<file path="config.mk">
export PLATFORM = sky130hd
export DESIGN_NAME = alu_instr_encoder
export DESIGN_NICKNAME = d
export VERILOG_FILES = /design/src/rtl/alu_instr_encoder.sv
export SDC_FILE = /design/constraint.sdc
export NUM_CORES = 1
export LEC_CHECK = 0
export CORE_ASPECT_RATIO = 2
export CORE_MARGIN = 4
export CORE_UTILIZATION = 54
export CTS_CLUSTER_SIZE = 28
export DETAILED_ROUTE_END_ITERATION = 7
export PLACE_DENSITY = 0.91
export SYNTH_ARGS = -nofsm -noshare
export SYNTH_HDL_FRONTEND = slang
export SYNTH_SLANG_ARGS = --single-unit
</file>
<file path="constraint.sdc">
create_clock -name clk -period 10.7 [get_ports clk]
set_input_delay 3.21 -clock clk [delete_from_list [all_inputs] [get_ports clk]]
set_output_delay 3.21 -clock clk [all_outputs]
set_load 0.01 [all_outputs]
</file>
<file path="src/rtl/alu_instr_encoder.sv">
// Packs an ALUOp code plus register/immediate fields into an RV32 R-type or I-type
// ALU instruction word, buffered through a small FIFO with accept/error counters.
module alu_instr_encoder #(
    parameter int DEPTH = 2,
    parameter int CNT_W = 16
) (
    input  logic             clk,
    input  logic             rst,
    input  logic             in_valid,
    output logic             in_ready,
    input  logic [3:0]       in_aluop,
    input  logic             in_imm_mode,
    input  logic [4:0]       in_rd,
    input  logic [4:0]       in_rs1,
    input  logic [4:0]       in_rs2,
    input  logic [11:0]      in_imm,
    output logic             out_valid,
    input  logic             out_ready,
    output logic [31:0]      out_instr,
    output logic             out_illegal,
    output logic [CNT_W-1:0] enc_count,
    output logic [CNT_W-1:0] err_count
);
    localparam int AW = (DEPTH > 1) ? $clog2(DEPTH) : 1;
    localparam logic [AW:0] FULL_CNT = (AW+1)'(DEPTH);
    localparam logic [31:0] NOP_WORD = 32'h0000_0013;

    logic [6:0]  funct7;
    logic [2:0]  funct3;
    logic        legal;
    logic [11:0] imm_field;
    logic [31:0] enc_word;

    always_comb begin
        funct7    = 7'b0000000;
        funct3    = 3'b000;
        legal     = 1'b1;
        imm_field = in_imm;
        case (in_aluop)
            4'b0000: funct3 = 3'b000;
            4'b0001: funct7 = 7'b0100000;
            4'b0010: funct3 = 3'b111;
            4'b0011: funct3 = 3'b110;
            4'b0100: funct3 = 3'b100;
            4'b0101: funct3 = 3'b001;
            4'b0110: funct3 = 3'b101;
            4'b0111: funct3 = 3'b011;
            4'b1000: funct7 = 7'b0000001;
            4'b1001: begin funct7 = 7'b0000001; funct3 = 3'b011; end
            4'b1010: begin funct7 = 7'b0000001; funct3 = 3'b101; end
            4'b1011: begin funct7 = 7'b0000001; funct3 = 3'b111; end
            default: legal = 1'b0;
        endcase
        if (in_imm_mode) begin
            // No I-type form exists for sub or the M-extension ops
            if (in_aluop == 4'b0001 || in_aluop[3]) begin
                legal = 1'b0;
            end
            if (in_aluop == 4'b0101 || in_aluop == 4'b0110) begin
                imm_field = {7'b0, in_imm[4:0]};
                if (in_imm[11:5] != 7'b0) begin
                    legal = 1'b0;
                end
            end
        end
        if (!legal) begin
            enc_word = NOP_WORD;
        end else if (in_imm_mode) begin
            enc_word = {imm_field, in_rs1, funct3, in_rd, 7'b0010011};
        end else begin
            enc_word = {funct7, in_rs2, in_rs1, funct3, in_rd, 7'b0110011};
        end
    end

    logic [32:0]      mem_q [DEPTH];
    logic [AW-1:0]    wr_ptr_q, wr_ptr_d;
    logic [AW-1:0]    rd_ptr_q, rd_ptr_d;
    logic [AW:0]      cnt_q, cnt_d;
    logic [CNT_W-1:0] enc_q, enc_d;
    logic [CNT_W-1:0] err_q, err_d;
    logic             push;
    logic             pop;

    // Ready depends only on registered occupancy, never on out_ready
    assign in_ready  = !rst && (cnt_q < FULL_CNT);
    assign out_valid = (cnt_q != '0);
    assign push      = in_valid && in_ready;
    assign pop       = out_valid && out_ready;

    always_comb begin
        wr_ptr_d = wr_ptr_q;
        rd_ptr_d = rd_ptr_q;
        cnt_d    = cnt_q;
        enc_d    = enc_q;
        err_d    = err_q;
        if (push) begin
            wr_ptr_d = (wr_ptr_q == AW'(DEPTH - 1)) ? '0 : wr_ptr_q + 1'b1;
            if (enc_q != '1) enc_d = enc_q + 1'b1;
            if (!legal && err_q != '1) err_d = err_q + 1'b1;
        end
        if (pop) begin
            rd_ptr_d = (rd_ptr_q == AW'(DEPTH - 1)) ? '0 : rd_ptr_q + 1'b1;
        end
        if (push && !pop) begin
            cnt_d = cnt_q + 1'b1;
        end else if (pop && !push) begin
            cnt_d = cnt_q - 1'b1;
        end
    end

    always_ff @(posedge clk) begin
        if (rst) begin
            wr_ptr_q <= '0;
            rd_ptr_q <= '0;
            cnt_q    <= '0;
            enc_q    <= '0;
            err_q    <= '0;
        end else begin
            wr_ptr_q <= wr_ptr_d;
            rd_ptr_q <= rd_ptr_d;
            cnt_q    <= cnt_d;
            enc_q    <= enc_d;
            err_q    <= err_d;
        end
    end

    // Storage is left unreset; out_valid masks stale contents
    always_ff @(posedge clk) begin
        if (push) begin
            mem_q[wr_ptr_q] <= {!legal, enc_word};
        end
    end

    assign out_instr   = out_valid ? mem_q[rd_ptr_q][31:0] : 32'h0;
    assign out_illegal = out_valid ? mem_q[rd_ptr_q][32] : 1'b0;
    assign enc_count   = enc_q;
    assign err_count   = err_q;
endmodule

</file>
==> results of run 1 <==
routing by layer:
layer,wire length (um),GRT usage,vias up,part of all wire
met2,5700,0.403,100,0.57
met5,0,0,-,0
met3,435,0.0398,25,0.043
met4,378,0.112,0,0.038
met1,3530,0.213,1608,0.35
li1,-,-,1623,-
cell type report:
type / instances / area share
flip-flops and latches: 91 / 0.425
repair buffers: 102 / 0.182
clock buffers: 12 / 0.0443
clock inverters: 4 / 0.00428
inverters: 12 / 0.00810
multi-input cells: 273 / 0.315
well taps: 94 / 0.0212
critical path: cells and delay by family:
family / cells / cell delay [ns]
buffers and inverters: 3 / 1.28
AND/OR/NAND/NOR: 1 / 0.08
synthesized netlist by cell type (3+ instances only):
cell type  count
nand4_1        8
o31ai_1        3
buf_4          6
mux2i_1       33
o41ai_1        5
buf_2          5
xor2_1         9
o311ai_0       4
nand2_1       17
nor2b_1        6
a21oi_1       10
or3_1          5
inv_1         11
or4_1          5
nand3_1       16
nor2_1        70
buf_1          4
nor4_1         9
mux2_2         3
o21ai_0        7
nor3_1         7
ha_1           3
edfxtp_1      54
xnor2_1        9
dfxtp_1       37
and2_1        15
clkbuf_1      10
path summary, 6_finish.rpt:
path                 from           end  slack (ns)  cells after the start
max                   rst      in_ready        2.92                      4
min              rd_ptr_q          flop        0.51                      2
max reg2reg  err_count[0]  err_count[8]        7.88                      6
min reg2reg      rd_ptr_q          flop        0.51                      2
power by group through the flow:
stage	logic (mW)	registers [mW]	clock network, mW
after floorplan	0.187	0.416	0
after global placement	0.316	0.437	0
after detailed placement	0.322	0.440	0
after CTS	0.325	0.433	0.290
after global routing	0.348	0.436	0.305
final	0.321	0.432	0.286
state kept, by name (all words and copies together) (netlist names), named ones only:
register	flops
mem_q	54
enc_count	16
rd_ptr_q	1
cnt_q	2
err_count	16
wr_ptr_q	1
per-stage QoR:
step / worst slack, ns / std cells
4_1_cts: 2.91 / 588
5_1_grt: 2.83 / 588
3_5_place_dp: 2.90 / 572
2_1_floorplan: 3.32 / 402
6_report: 2.92 / 588
3_3_place_gp: 2.93 / 572
logic make-up (layout without fill, tap and decap cells):
| family | after synthesis | in the layout | synth area share |
|---|---|---|---|
| fa+ha+maj | 3 | 3 | 0.00878 |
| xor+xnor | 18 | 18 | 0.0369 |
| simple gates | 170 | 170 | 0.202 |
| compound gates | 42 | 42 | 0.0690 |
| other cells | 1 | 3 | 0.000877 |
| mux | 37 | 37 | 0.0878 |
| buf+inv | 38 | 130 | 0.0418 |
| flops | 91 | 91 | 0.552 |
==> metrics.md, run 1 <==
| Metric | Value |
|---|---|
| Clock power frac | `0.275` |
| RSZ-0062 raised after global routing | `false` |
| DP HPWL | `7.02 mm` |
| Status | `completed` |
| Fmax | `0.129 GHz` |
| Antenna cells | `0` |
| Initial antenna violation count | `0` |
| Seq/Total Area, Yosys | `0.552` |
| Worst-path cell chain | `clkdlybuf4s50_1, buf_4, nor2_1, clkdlybuf4s50_1` |
| Clock latency on the worst-skew pair | `0.33 ns` |
| Grt ovf | `0` |
| Synth async-reset ratio | `0` |
| Most frequent cells in the layout | `clkdlybuf4s50_1, nor2_1, edfxtp_1, dfxtp_1, mux2i_1` |
| Gr usage total | `0.213` |
| CP startpoint kind | `input pin` |
| Clk_skew | `0.00821 ns` |
| I/O pins | `103` |
| Routability cong. | `0.821` |
| FP Rows | `45` |
| Hold WC Path Type | `flop to flop` |
| H-tree depth | `3` |
| Area Overhead vs Synth | `30.0%` |
| Final nets | `528` |
| Kind of critical path | `input pin to output pin` |
| Netlist Area Pre-Place | `4280 sq um` |
| Die area | `9490 sq um` |
| IO Port Bufs | `99` |
| Sequential share of power | `0.416` |
| Leak pwr | `1.88 nW` |
| Sw Pwr | `308 uW` |
| Vias in the first global route | `3475` |
| Synth cell types | `50` |
| Most common cell after layout, fill and taps aside | `clkdlybuf4s50_1` |
| Power Internal | `732 uW` |
| Final core utilization | `0.726` |
| CTS tree | `yes` |
| Syn Area/Cell | `10.7 sq um` |
| Final hold vios | `0` |
| Worst hold margin | `0.509 ns` |
| Die height | `134 um` |
| Residual DRC count | `0` |
| Critical Path Most Common Cell | `clkdlybuf4s50_1` |
| Antenna-violating nets left | `0` |
| Min cycle time layout | `7.78 ns` |
| Clock-pin slew on the worst setup and hold paths | `0.06 ns` |
| Routed WL | `10.0 mm` |
| # Post-CTS Setup Buffers | `0` |
| Final Cycle Share | `0.727` |
| Pwr dens | `187 nW/um^2` |
| Setup violations, final | `0` |
| Critical Path AT | `4.57 ns` |
| Sw Ratio | `0.296` |
| CP max stage delay | `0.49 ns` |
| Critical Path Slowest Stage Cell | `clkdlybuf4s50_1` |
| First-pass DRT Iterations | `4` |
| Top FF cell, synth | `edfxtp_1` |
| Total Power | `1.04 mW` |
| Core area | `7660 sq um` |
| Largest net degree at the start of global routing | `39` |
| Post-synth EDFFs | `54` |
| # hold bufs at CTS | `0` |
| Root Buffer | `clkbuf_16` |
| Critical path required time | `7.49 ns` |
| Dpl cell area | `5290 sq um` |
| Register area | `2360 sq um` |
| Yosys warns | `0` |
| Die Span X | `70.9 um` |
| Post-route cell area | `5560 sq um` |
| Final Max Slew Viols | `0` |
| Area leader, netlist | `edfxtp_1` |
| Cts repair resizes | `0` |
| Multi-input logic area | `1750 sq um` |
| Top post-synthesis cells by area | `edfxtp_1, dfxtp_1, mux2i_1` |
| First-pass GRT wire length | `16.0 mm` |
| Starting Density | `0.558` |
| Top cell type's share of synthesized area | `0.379` |
| Share of layout cells above drive strength 1 | `0.0587` |
| CP max FO | `38` |
| Register bit total from synthesis | `91` |
| Max Buffers Root-to-Sink | `2` |
| DR vias/cell | `5.71` |
| Total Neg Setup Slack | `0 ns` |
| Clock sinks | `91` |
| Maxcap violations | `0` |
| Slew margin rel. | `0.231` |
| # fillers | `591` |
| Combinational power share | `0.309` |
| Wirelength per Cell | `17.1 um` |
| Via count | `3356` |
| Cells after Synth | `400` |
| CTS Buf Count | `9` |
| CP endpoint kind | `output pin` |
| DRT iter0 DRCs | `202` |
| Max rail drop VDD | `0.210 mV` |
| Slew @ Worst Pin | `1.15 ns` |
Power figures use the tool's default switching activity.
==> run 2: changes to the inputs <==
CORE_UTILIZATION = 50   (was 54)
PLACE_DENSITY = 0.85   (was 0.91)
clock period = 7.7 ns   (was 10.7 ns; I/O delays follow)
==> metrics.md, run 2 (synthesis results as in run 1) <==
| Metric | Value |
|---|---|
| Critical Path Most Common Cell | `clkdlybuf4s50_1` |
| Fmax | `0.167 GHz` |
| Via count | `3383` |
| Share of layout cells above drive strength 1 | `0.0567` |
| # hold bufs at CTS | `0` |
| Worst r2r path cells | `6` |
| DRT iter0 DRCs | `160` |
| Crit-path leading delay family | `buffers and inverters` |
| R2R Setup Slk | `4.81 ns` |
| # Post-CTS Setup Buffers | `0` |
| CP max stage delay | `0.49 ns` |
| Setup ws final | `1.71 ns` |
| Critical Path AT | `3.68 ns` |
| Final Max Slew Viols | `0` |
| Most frequent cells in the layout | `clkdlybuf4s50_1, nor2_1, edfxtp_1, dfxtp_1, mux2i_1` |
| Kind of critical path | `input pin to output pin` |
| IO Port Bufs | `99` |
| Post-route cell area | `5580 sq um` |
| Total Neg Setup Slack | `0 ns` |
| Grt ovf | `0` |
| Total Power | `1.46 mW` |
| H-tree depth | `3` |
| Final core utilization | `0.673` |
| DR vias/cell | `5.71` |
| CP endpoint kind | `output pin` |
| Starting Density | `0.516` |
| Hold WC Path Type | `flop to flop` |
| Largest register FFs | `54` |
| Routed WL | `9.81 mm` |
| RSZ-0062 raised after global routing | `false` |
| DP HPWL | `7.00 mm` |
| Biggest register | `mem_q` |
| Critical path required time | `5.39 ns` |
| Worst path bufs/invs | `3` |
| # fillers | `650` |
| CTS tree | `yes` |
| Maxcap violations | `0` |
| Most common cell after layout, fill and taps aside | `clkdlybuf4s50_1` |
| Final nets | `528` |
| Pwr dens | `261 nW/um^2` |
| Hold depth | `2` |
| Slew margin rel. | `0.227` |
| Leak pwr | `1.88 nW` |
| Max Buffers Root-to-Sink | `2` |
| CTS Buf Count | `9` |
| Dpl cell area | `5300 sq um` |
| Final hold vios | `0` |
| Gr usage total | `0.200` |
| First-pass DRT Iterations | `4` |
| Clock latency on the worst-skew pair | `0.33 ns` |
| Critical Path Slowest Stage Cell | `clkdlybuf4s50_1` |
| Die area | `10200 sq um` |
| Initial antenna violation count | `0` |
| Antenna cells | `0` |
| Max rail drop VDD | `0.233 mV` |
| Clk_skew | `0.00644 ns` |
| CP max FO | `38` |
| First-pass GRT wire length | `16.0 mm` |
| Setup violations, final | `0` |
| Clock-pin slew on the worst setup and hold paths | `0.06 ns` |
| Area Overhead vs Synth | `30.5%` |
| Status | `completed` |
| Routability cong. | `0.863` |
| I/O pins | `103` |
| Wirelength per Cell | `16.6 um` |
| Vias in the first global route | `3379` |
| Final Cycle Share | `0.777` |
| Core area | `8290 sq um` |
| Root Buffer | `clkbuf_16` |
| Die height | `139 um` |
| Antenna-violating nets left | `0` |
| CP startpoint kind | `input pin` |
| Worst-path cell chain | `clkdlybuf4s50_1, buf_4, nor2_1, clkdlybuf4s50_1` |
| Die Span X | `73.4 um` |
| Largest net degree at the start of global routing | `39` |
| FP Rows | `47` |
| Residual DRC count | `0` |
| Cts repair resizes | `0` |
| Clock sinks | `91` |
| Slew @ Worst Pin | `1.16 ns` |
| Crit path depth | `4` |
| Min cycle time layout | `5.99 ns` |
| Pre-CTS WS | `1.71 ns` |
## run 2: changes by cell type in the layout (fill, tap and decap cells not counted)
cell and delta:
bufinv_16 +1, clkbuf_1 -2, clkbuf_8 -1, clkinv_1 +3, clkinv_2 -2, clkinvlp_2 +1
clkinvlp_4 +1, inv_6 -1
## run 2: tightest hold or removal path, delay by kind of cell, from the launching register on
family | cells | cell delay (ns)
xor gates and xnor gates | 1 | 0.08
and+or+nand+nor | 1 | 0.08
DFF | 1 | 0.32
## run 2: power by group
part	internal [mW]	total (mW)	switching (mW)
logic	0.234	0.442	0.208
clock network	0.246	0.416	0.170
registers	0.555	0.599	0.0433
total	1.04	1.46	0.421
## run 2: cell type report
type,count,area [sq um],area share
Sequential cell,91,2360,0.424
Multi-Input combinational cell,273,1750,0.314
Timing Repair Buffer,102,1010,0.182
Clock buffer,9,225,0.0404
Tap cell,98,123,0.0220
Clock inverter,7,58.8,0.0105
Inverter,12,45.0,0.00807
## run 2: path summary, 6_finish.rpt
path,startpoint,endpoint
min reg2reg,rd_ptr_q,flop
max,rst,in_ready
min,rd_ptr_q,flop
max reg2reg,err_count[0],err_count[8]
## run 2: per-stage QoR
step	instances	hold slack, ns
after global placement	576	0.487
after floorplan	402	0.472
after detailed placement	576	0.495
final	592	0.513
after CTS	592	0.515
after global routing	592	0.547
## run 2: per-layer routing
metal  global-route usage  up-vias  part of all wire
met5                    0        -                 0
li1                     -     1623                 -
met2                0.364      132              0.57
met4               0.0669        0             0.014
met1                0.216     1617              0.35
met3               0.0501       11             0.062
